--- src/rtl/keypad_emulator_if.sv ---
// Key handshake and matrix lines between a key source / scanner and the
// keypad emulator. The slave side is the emulator.
interface keypad_emulator_if;
    logic [7:0] key_ascii;
    logic       key_valid;
    logic       key_ready;
    logic [3:0] col;
    logic [3:0] row;
    logic       busy;
    logic       err;

    modport master (
        output key_ascii, key_valid, col,
        input  key_ready, row, busy, err
    );

    modport slave (
        input  key_ascii, key_valid, col,
        output key_ready, row, busy, err
    );
endinterface

--- src/rtl/keypad_emulator.sv ---
// 4x4 matrix keypad emulator: takes an ASCII key code over valid/ready and
// answers the scanner's column drive on the row lines for a fixed hold time,
// then keeps the key released for a minimum gap before taking the next code.
//
// state      | meaning
// -----------+-----------------------------------------------------------
// ST_IDLE    | no key pressed, key_ready high, waiting for a code
// ST_PRESS   | latched key held down for HOLD_CYCLES cycles
// ST_RELEASE | key released, enforced gap of RELEASE_CYCLES cycles
module keypad_emulator #(
    parameter int HOLD_CYCLES    = 33554432,
    parameter int RELEASE_CYCLES = 16777216,
    parameter int CNT_W          = 26
) (
    input  logic              clk,
    input  logic              rst,
    keypad_emulator_if.slave  kif
);

    typedef enum logic [1:0] {
        ST_IDLE    = 2'd0,
        ST_PRESS   = 2'd1,
        ST_RELEASE = 2'd2
    } state_t;

    localparam logic [CNT_W-1:0] HOLD_LD    = CNT_W'(HOLD_CYCLES - 1);
    localparam logic [CNT_W-1:0] RELEASE_LD = CNT_W'(RELEASE_CYCLES - 1);

    state_t           r_state;
    state_t           w_state_nxt;
    logic [CNT_W-1:0] r_cnt;
    logic [CNT_W-1:0] w_cnt_nxt;
    logic [1:0]       r_c;
    logic [1:0]       r_r;
    logic [1:0]       w_c_nxt;
    logic [1:0]       w_r_nxt;
    logic             r_err;
    logic             w_err_nxt;
    logic [3:0]       r_row;
    logic             w_ready;
    logic             w_xfer;
    logic             w_pressed;
    logic             w_map_ok;
    logic [1:0]       w_map_c;
    logic [1:0]       w_map_r;

    assign w_ready   = (r_state == ST_IDLE);
    assign w_xfer    = kif.key_valid & w_ready;
    assign w_pressed = (r_state == ST_PRESS);

    // ASCII to (column, row) lookup; letters map in both cases.
    always_comb begin
        w_map_ok = 1'b1;
        w_map_c  = 2'd0;
        w_map_r  = 2'd0;
        case (kif.key_ascii)
            8'h30:        begin w_map_c = 2'd0; w_map_r = 2'd0; end
            8'h38:        begin w_map_c = 2'd0; w_map_r = 2'd1; end
            8'h35:        begin w_map_c = 2'd0; w_map_r = 2'd2; end
            8'h32:        begin w_map_c = 2'd0; w_map_r = 2'd3; end
            8'h45, 8'h65: begin w_map_c = 2'd1; w_map_r = 2'd0; end
            8'h37:        begin w_map_c = 2'd1; w_map_r = 2'd1; end
            8'h34:        begin w_map_c = 2'd1; w_map_r = 2'd2; end
            8'h31:        begin w_map_c = 2'd1; w_map_r = 2'd3; end
            8'h44, 8'h64: begin w_map_c = 2'd2; w_map_r = 2'd0; end
            8'h43, 8'h63: begin w_map_c = 2'd2; w_map_r = 2'd1; end
            8'h42, 8'h62: begin w_map_c = 2'd2; w_map_r = 2'd2; end
            8'h41, 8'h61: begin w_map_c = 2'd2; w_map_r = 2'd3; end
            8'h46, 8'h66: begin w_map_c = 2'd3; w_map_r = 2'd0; end
            8'h39:        begin w_map_c = 2'd3; w_map_r = 2'd1; end
            8'h36:        begin w_map_c = 2'd3; w_map_r = 2'd2; end
            8'h33:        begin w_map_c = 2'd3; w_map_r = 2'd3; end
            default:      w_map_ok = 1'b0;
        endcase
    end

    // Next-state, hold/release timer and key latch.
    always_comb begin
        w_state_nxt = r_state;
        w_cnt_nxt   = r_cnt;
        w_c_nxt     = r_c;
        w_r_nxt     = r_r;
        w_err_nxt   = 1'b0;
        case (r_state)
            ST_IDLE: begin
                if (w_xfer) begin
                    if (w_map_ok) begin
                        w_c_nxt     = w_map_c;
                        w_r_nxt     = w_map_r;
                        w_cnt_nxt   = HOLD_LD;
                        w_state_nxt = ST_PRESS;
                    end else begin
                        w_err_nxt = 1'b1;
                    end
                end
            end
            ST_PRESS: begin
                if (r_cnt == '0) begin
                    w_cnt_nxt   = RELEASE_LD;
                    w_state_nxt = ST_RELEASE;
                end else begin
                    w_cnt_nxt = r_cnt - 1'b1;
                end
            end
            ST_RELEASE: begin
                if (r_cnt == '0) begin
                    w_state_nxt = ST_IDLE;
                end else begin
                    w_cnt_nxt = r_cnt - 1'b1;
                end
            end
            default: w_state_nxt = ST_IDLE;
        endcase
    end

    // State register, timer, latched key and error pulse.
    always_ff @(posedge clk) begin
        if (!rst) begin
            r_state <= ST_IDLE;
            r_cnt   <= '0;
            r_c     <= 2'd0;
            r_r     <= 2'd0;
            r_err   <= 1'b0;
        end else begin
            r_state <= w_state_nxt;
            r_cnt   <= w_cnt_nxt;
            r_c     <= w_c_nxt;
            r_r     <= w_r_nxt;
            r_err   <= w_err_nxt;
        end
    end

    // Registered row response: the latched row is pulled low while its column is driven.
    always_ff @(posedge clk) begin
        if (!rst) begin
            r_row <= 4'b1111;
        end else begin
            for (int i = 0; i < 4; i++) begin
                r_row[i] <= ~(w_pressed && (r_r == 2'(i)) && !kif.col[r_c]);
            end
        end
    end

    assign kif.key_ready = w_ready;
    assign kif.busy      = ~w_ready;
    assign kif.err       = r_err;
    assign kif.row       = r_row;

endmodule
--- src/flat_wrapper.sv ---
// flat-port wrapper written by rule: the top's interface ports become plain ports
module keypad_emulator_flat 
#(
    parameter int HOLD_CYCLES    = 33554432,
    parameter int RELEASE_CYCLES = 16777216,
    parameter int CNT_W          = 26
)
  (clk, rst, kif_key_ascii, kif_key_valid, kif_col, kif_key_ready, kif_row, kif_busy, kif_err);
  keypad_emulator_if kif_i ();
  input  logic clk;
  input  logic rst;
  input wire logic [$bits(kif_i.key_ascii)-1:0] kif_key_ascii;
  input wire logic [$bits(kif_i.key_valid)-1:0] kif_key_valid;
  input wire logic [$bits(kif_i.col)-1:0] kif_col;
  output wire logic [$bits(kif_i.key_ready)-1:0] kif_key_ready;
  output wire logic [$bits(kif_i.row)-1:0] kif_row;
  output wire logic [$bits(kif_i.busy)-1:0] kif_busy;
  output wire logic [$bits(kif_i.err)-1:0] kif_err;
  assign kif_i.key_ascii = kif_key_ascii;
  assign kif_i.key_valid = kif_key_valid;
  assign kif_i.col = kif_col;
  assign kif_key_ready = kif_i.key_ready;
  assign kif_row = kif_i.row;
  assign kif_busy = kif_i.busy;
  assign kif_err = kif_i.err;
  keypad_emulator #(.HOLD_CYCLES(HOLD_CYCLES), .RELEASE_CYCLES(RELEASE_CYCLES), .CNT_W(CNT_W)) u_core (.clk(clk), .rst(rst), .kif(kif_i));
endmodule
--- config.mk ---
export PLATFORM = sky130hd
export DESIGN_NAME = keypad_emulator_flat
export DESIGN_NICKNAME = d
export VERILOG_FILES = /design/src/rtl/keypad_emulator_if.sv /design/src/rtl/keypad_emulator.sv /design/src/flat_wrapper.sv
export SDC_FILE = /design/constraint.sdc
export NUM_CORES = 1
export LEC_CHECK = 0
export ABC_AREA = 1
export BUFFER_PORTS_ARGS = -buffer_cell sky130_fd_sc_hd__buf_2
export CAP_MARGIN = 20
export CORE_UTILIZATION = 35
export DETAILED_ROUTE_END_ITERATION = 7
export PLACE_DENSITY_LB_ADDON = 0.05
export SLEW_MARGIN = 10
export SYNTH_ARGS = -nofsm -noshare
export SYNTH_HDL_FRONTEND = slang
export SYNTH_SLANG_ARGS = --single-unit
--- constraint.sdc ---
create_clock -name clk -period 2 [get_ports clk]
set_input_delay 0.6 -clock clk [delete_from_list [all_inputs] [get_ports clk]]
set_output_delay 0.6 -clock clk [all_outputs]
set_load 0.02 [all_outputs]
* Yosys cells after proc, flatten, opt, wreduce, memory -nomap -nowiden *
Index checks and enable logic that the tools add are counted.

storage, ports and cells
  register bits = 37
  latch bits = 0
  RAM bits = 0
  bits in read-only memories = 0
  input bits = 15
  output and inout port bits = 7
  memories kept = 0

cells by class
  $add $sub $neg = 1
  $mul = 0
  div/mod/pow operators = 0
  order comparisons = 1
  eq/ne operators = 32
  shift operators = 0
  mux-type cells = 16
  bitwise logic cells = 6
  reduce and logical (&&, ||, !) cells = 24

operator list
  cell                     count
  $mux W26                 4
  $eq A8 B7 Y1 const B     12
  $eq A8 B6 Y1 const B     10
  $pmux W26 S3             1
  $logic_not A26 Y1        1
  $sub A26 B1 Y26 const B  1
  $reduce_or A5 Y1         5
  $reduce_or A22 Y1        1
  $pmux W2 S3              3
  $logic_and A1 B1 Y1      8
  $mux W2                  4
  $ne A2 B2 Y1 const B     4
  $reduce_and A4 Y1        2
  $reduce_or A8 Y1         1
  $eq A2 B2 Y1 const B     3
  $reduce_and A3 Y1        2
  $not A1 Y1               5
  $eq A2 B1 Y1 const B     2
  $logic_not A2 Y1         2
  $lt A2 B3 Y1 const B     1
  $mux W1                  3
  $reduce_bool A3 Y1       1
  $bmux W1 S2              1
  $ne A2 B1 Y1 const B     1
  2 further kinds          2

* Longest topological paths before layout *
  depth after elaboration = 6
  depth in mapped cells = 14
  gate-level depth less buffers = 13

* Least setup slack after synthesis *
No wires, ideal clock.

  kind = in2reg
  from = input port kif_key_ascii[7]
  to = register u_core.r_cnt[7]
  setup time = 113 ps
  arrival time = 1814 ps
  slack = 73 ps
  stages on the path = 13
  path through = inv_2 nand2_1 nor2_1 and2_1 nor2_2 nand2_1 nor2_4 nand3_4 nand3_2 buf_6 buf_6 nor2_1 nor2_1

on the way
  cells in the longest elaborated chain, start to end = 5
  elaborated cells on any way between the ends = 26
  those cells by class = eq/ne (23); mux (1); reduce/logical (2)

ends and longest elaborated chain
  element                                              RTL line                RTL
  start: declaration                                   flat_wrapper.sv:12      input wire logic [$bits(kif_i.key_ascii)-1:0] kif_key_ascii;
  $eq A8 B6 Y1 / $eq A8 B7 Y1 (equally long branches)  keypad_emulator.sv:56   case (kif.key_ascii)
  $reduce_or A22 Y1 (no source line) *                 n/a
  $mux W1 *                                            keypad_emulator.sv:56
  $ne A2 B2 Y1 (no source line) *                      n/a
  $reduce_and A4 Y1 (no source line) *                 n/a
  end signal: assignment                               keypad_emulator.sv:126  r_cnt <= w_cnt_nxt;
  end: declaration                                     keypad_emulator.sv:31   logic [CNT_W-1:0] r_cnt;

Mark *: on every way between the ends. The rest lies on a longest branch, timed or not.
A chain may end at the register's enable or synchronous reset.

* Final worst setup path *
  from = register u_core.r_state[0]
  to = output port kif_busy

on the way
  cells in the longest elaborated chain, start to end = 2

ends and longest elaborated chain
  element                   RTL line                RTL
  start: declaration        keypad_emulator.sv:29   state_t r_state;
  start signal: assignment  keypad_emulator.sv:125  r_state <= w_state_nxt;
  $logic_not A2 Y1          keypad_emulator.sv:47   assign w_ready = (r_state == ST_IDLE);
  $not A1 Y1                keypad_emulator.sv:145  assign kif.busy = ~w_ready;
  end: declaration          flat_wrapper.sv:17      output wire logic [$bits(kif_i.busy)-1:0] kif_busy;

No other way between the ends.

==> run summary <==
Fin. max-slew vios: 0
Top FF cell, synth: dfxtp_1
CP Data Arrival Time: 1290 ps
Drt pass-1 iters: 4
Final hold violation count: 0
Sink Count: 37
Initial Util: 0.366
CP required: 1400 ps
Ports: 22
Worst-skew pair later-pin latency: 300 ps
RSZ-0062 raised after global routing: yes
Minimum period implied by the final worst setup slack: 1890 ps
Root buf cell: clkbuf_8
DP HPWL: 6100 um
Clk pin slew, worst setup/hold paths: 90 ps
CP Capture Type: output port
Largest net degree at the start of global routing: 22
Gate Count Post-Synth: 500
Utilization after layout: 0.436
Outcome: complete, no violations
Tcrit/Tclk final: 0.944
Initial antenna violation count: 0
Async S/R FF share, synth: 0
Critical Path End: kif_busy
Via density: 4.67
Commonest non-fill, non-tap cell in the layout: nand2_1
R2R Path End: u_core.r_cnt[15]
Vias in the first global route: 2,986
Total grt overflow: 0
Leakage: 1.80 nW
Max cap viols: 0
Non-filler instance count after layout: 651
Synth unique cells: 33
Fmax: 530 MHz
GRT Total Usage: 0.204
Startpoint Class: register
Kind of critical path: register to output port
Crit path launch: u_core.r_state[0]
Initial DRC count: 174
Flop-to-flop setup slack: 200 ps
Core area: 7810 sq um
Ant. Diodes: 0
DR vias: 3,040
First-pass GRT wire length: 13,800 um
Nets: 568
Syn Nets: 520
H-tree depth: 2
Yosys warning total: 0
Post-synth EDFFs: 0
Seq cells post-synth: 37
Relative slew slack: 0.647
CTS tree: built
CTS Buf Count: 5
Die W: 92.4 um
Clock skew: 9.67 ps
Storage element area: 741 sq um
Full die area: 8530 sq um
Standard-cell rows: 32
Reg2reg path depth: 12
Final setup fails: 0
Hold depth: 1
Die height: 92.4 um
Syn-to-layout area delta: 19.1%
Hold/Removal Path Class: register to register
Synth Area per Inst: 5.72 sq um
Post-Syn Area: 2860 sq um
Routed WL: 7920 um
Buffers added on ports: 21
Area of the multi-input gates: 1800 sq um
Worst r2r src: u_core.r_cnt[0]
Clk buf depth: 2
Worst-path fanout max: 4
Layout cells sized above 1: 0.158
Fillers: 883
RePlAce Congestion: 0.847
Worst Tran Pin Value: 529 ps
Placed insts: 643
# DRC: 0
Peak supply drop: 0.277 mV
Post-DRT Antenna Nets: 0
Wire per inst: 12.2 um
Most frequent cells in the layout: nand2_1, nor2_1, inv_1, dfxtp_1, buf_4
Pwr Density: 693 nW/um^2
Seq/Total Area, Yosys: 0.259
[worst min path at each step]
stage                              from           endpoint  slack [ps]
after global routing      u_core.r_r[0]  u_core.kif.row[3]         450
after detailed placement  u_core.r_r[0]  u_core.kif.row[3]         420
after CTS                 u_core.r_r[0]  u_core.kif.row[3]         440
final                     u_core.r_r[0]  u_core.kif.row[3]         430
after global placement    u_core.r_r[0]  u_core.kif.row[3]         420
after floorplan           u_core.r_r[0]  u_core.kif.row[3]         390
[cells in the mapped netlist (3+ instances only)]
cell / n / area share
nand4_1: 22 / 0.048
inv_2: 5 / 0.0066
a21oi_1: 20 / 0.035
ha_1: 5 / 0.022
nor2_2: 5 / 0.011
xor2_1: 12 / 0.037
dfxtp_1: 37 / 0.26
nand2_1: 147 / 0.19
nor2_1: 110 / 0.14
and2_1: 3 / 0.0066
nand2_2: 4 / 0.0088
o21ai_0: 11 / 0.019
nand3_1: 23 / 0.040
inv_1: 62 / 0.081
buf_2: 4 / 0.0070
clkbuf_1: 7 / 0.0092
nor3_1: 3 / 0.0053
[cells by family after synthesis]
group                      count (synthesis)  share of synthesized area
DFF                                       37                      0.259
AOI/OAI and AO/OA                         37                     0.0709
xor gates and xnor gates                  12                     0.0368
and+or+nand+nor                          327                      0.497
adders and majority gates                  5                     0.0219
buffers and inverters                     82                      0.115
[registers in the layout, indices dropped and copies added (netlist names)]
register        count
u_core.r_state      2
u_core.r_c          2
u_core.r_cnt       26
u_core.kif.err      1
u_core.r_r          2
u_core.kif.row      4
[worst max-delay path: stages (launching register included)]
cell and delay, ps:
dfxtp_1 380, inv_1 80, ha_1 280, inv_1 90
buf_2 160
[area by class of cell]
type,instances,area share
well taps,102,0.0375
clock buffers,5,0.0202
multi-input cells,381,0.527
clock inverters,3,0.0136
inverters,68,0.0749
flip-flops and latches,37,0.217
repair buffers,55,0.109
[layer usage]
layer | GRT usage | vias to the layer above | wire length (um)
met4 | 0.0703 | 0 | 178
li1 | - | 1642 | -
met2 | 0.315 | 38 | 3370
met1 | 0.287 | 1346 | 4180
met5 | 0 | - | 0
met3 | 0.0304 | 14 | 188
[through the flow]
step	setup slack, ps	hold slack [ps]	TNS, ps	total power [W]	cell area, sq um
after detailed placement	-186	415	-4190	0.00169	3270
after CTS	96.2	437	0	0.00238	3390
after floorplan	73.4	394	0	0.00146	2860
after global placement	-140	419	-3330	0.00168	3270
after global routing	-4.92	450	-8.71	0.00254	3410
final	113	431	0	0.00236	3410
[report_power, final]
group | switching, W | internal (W) | leakage (nW)
Clock | 0.000304 | 0.000373 | 0.0543
Sequential | 0.0000361 | 0.000779 | 0.301
Combinational | 0.000553 | 0.000315 | 1.45
[what timing repair did]
action	4_1_cts	5_1_grt
setup buffers	0	0
hold buffers	0	0
gates resized for setup	0	5
setup endpoints to repair	0	19
(Power assumes the default switching activity.)
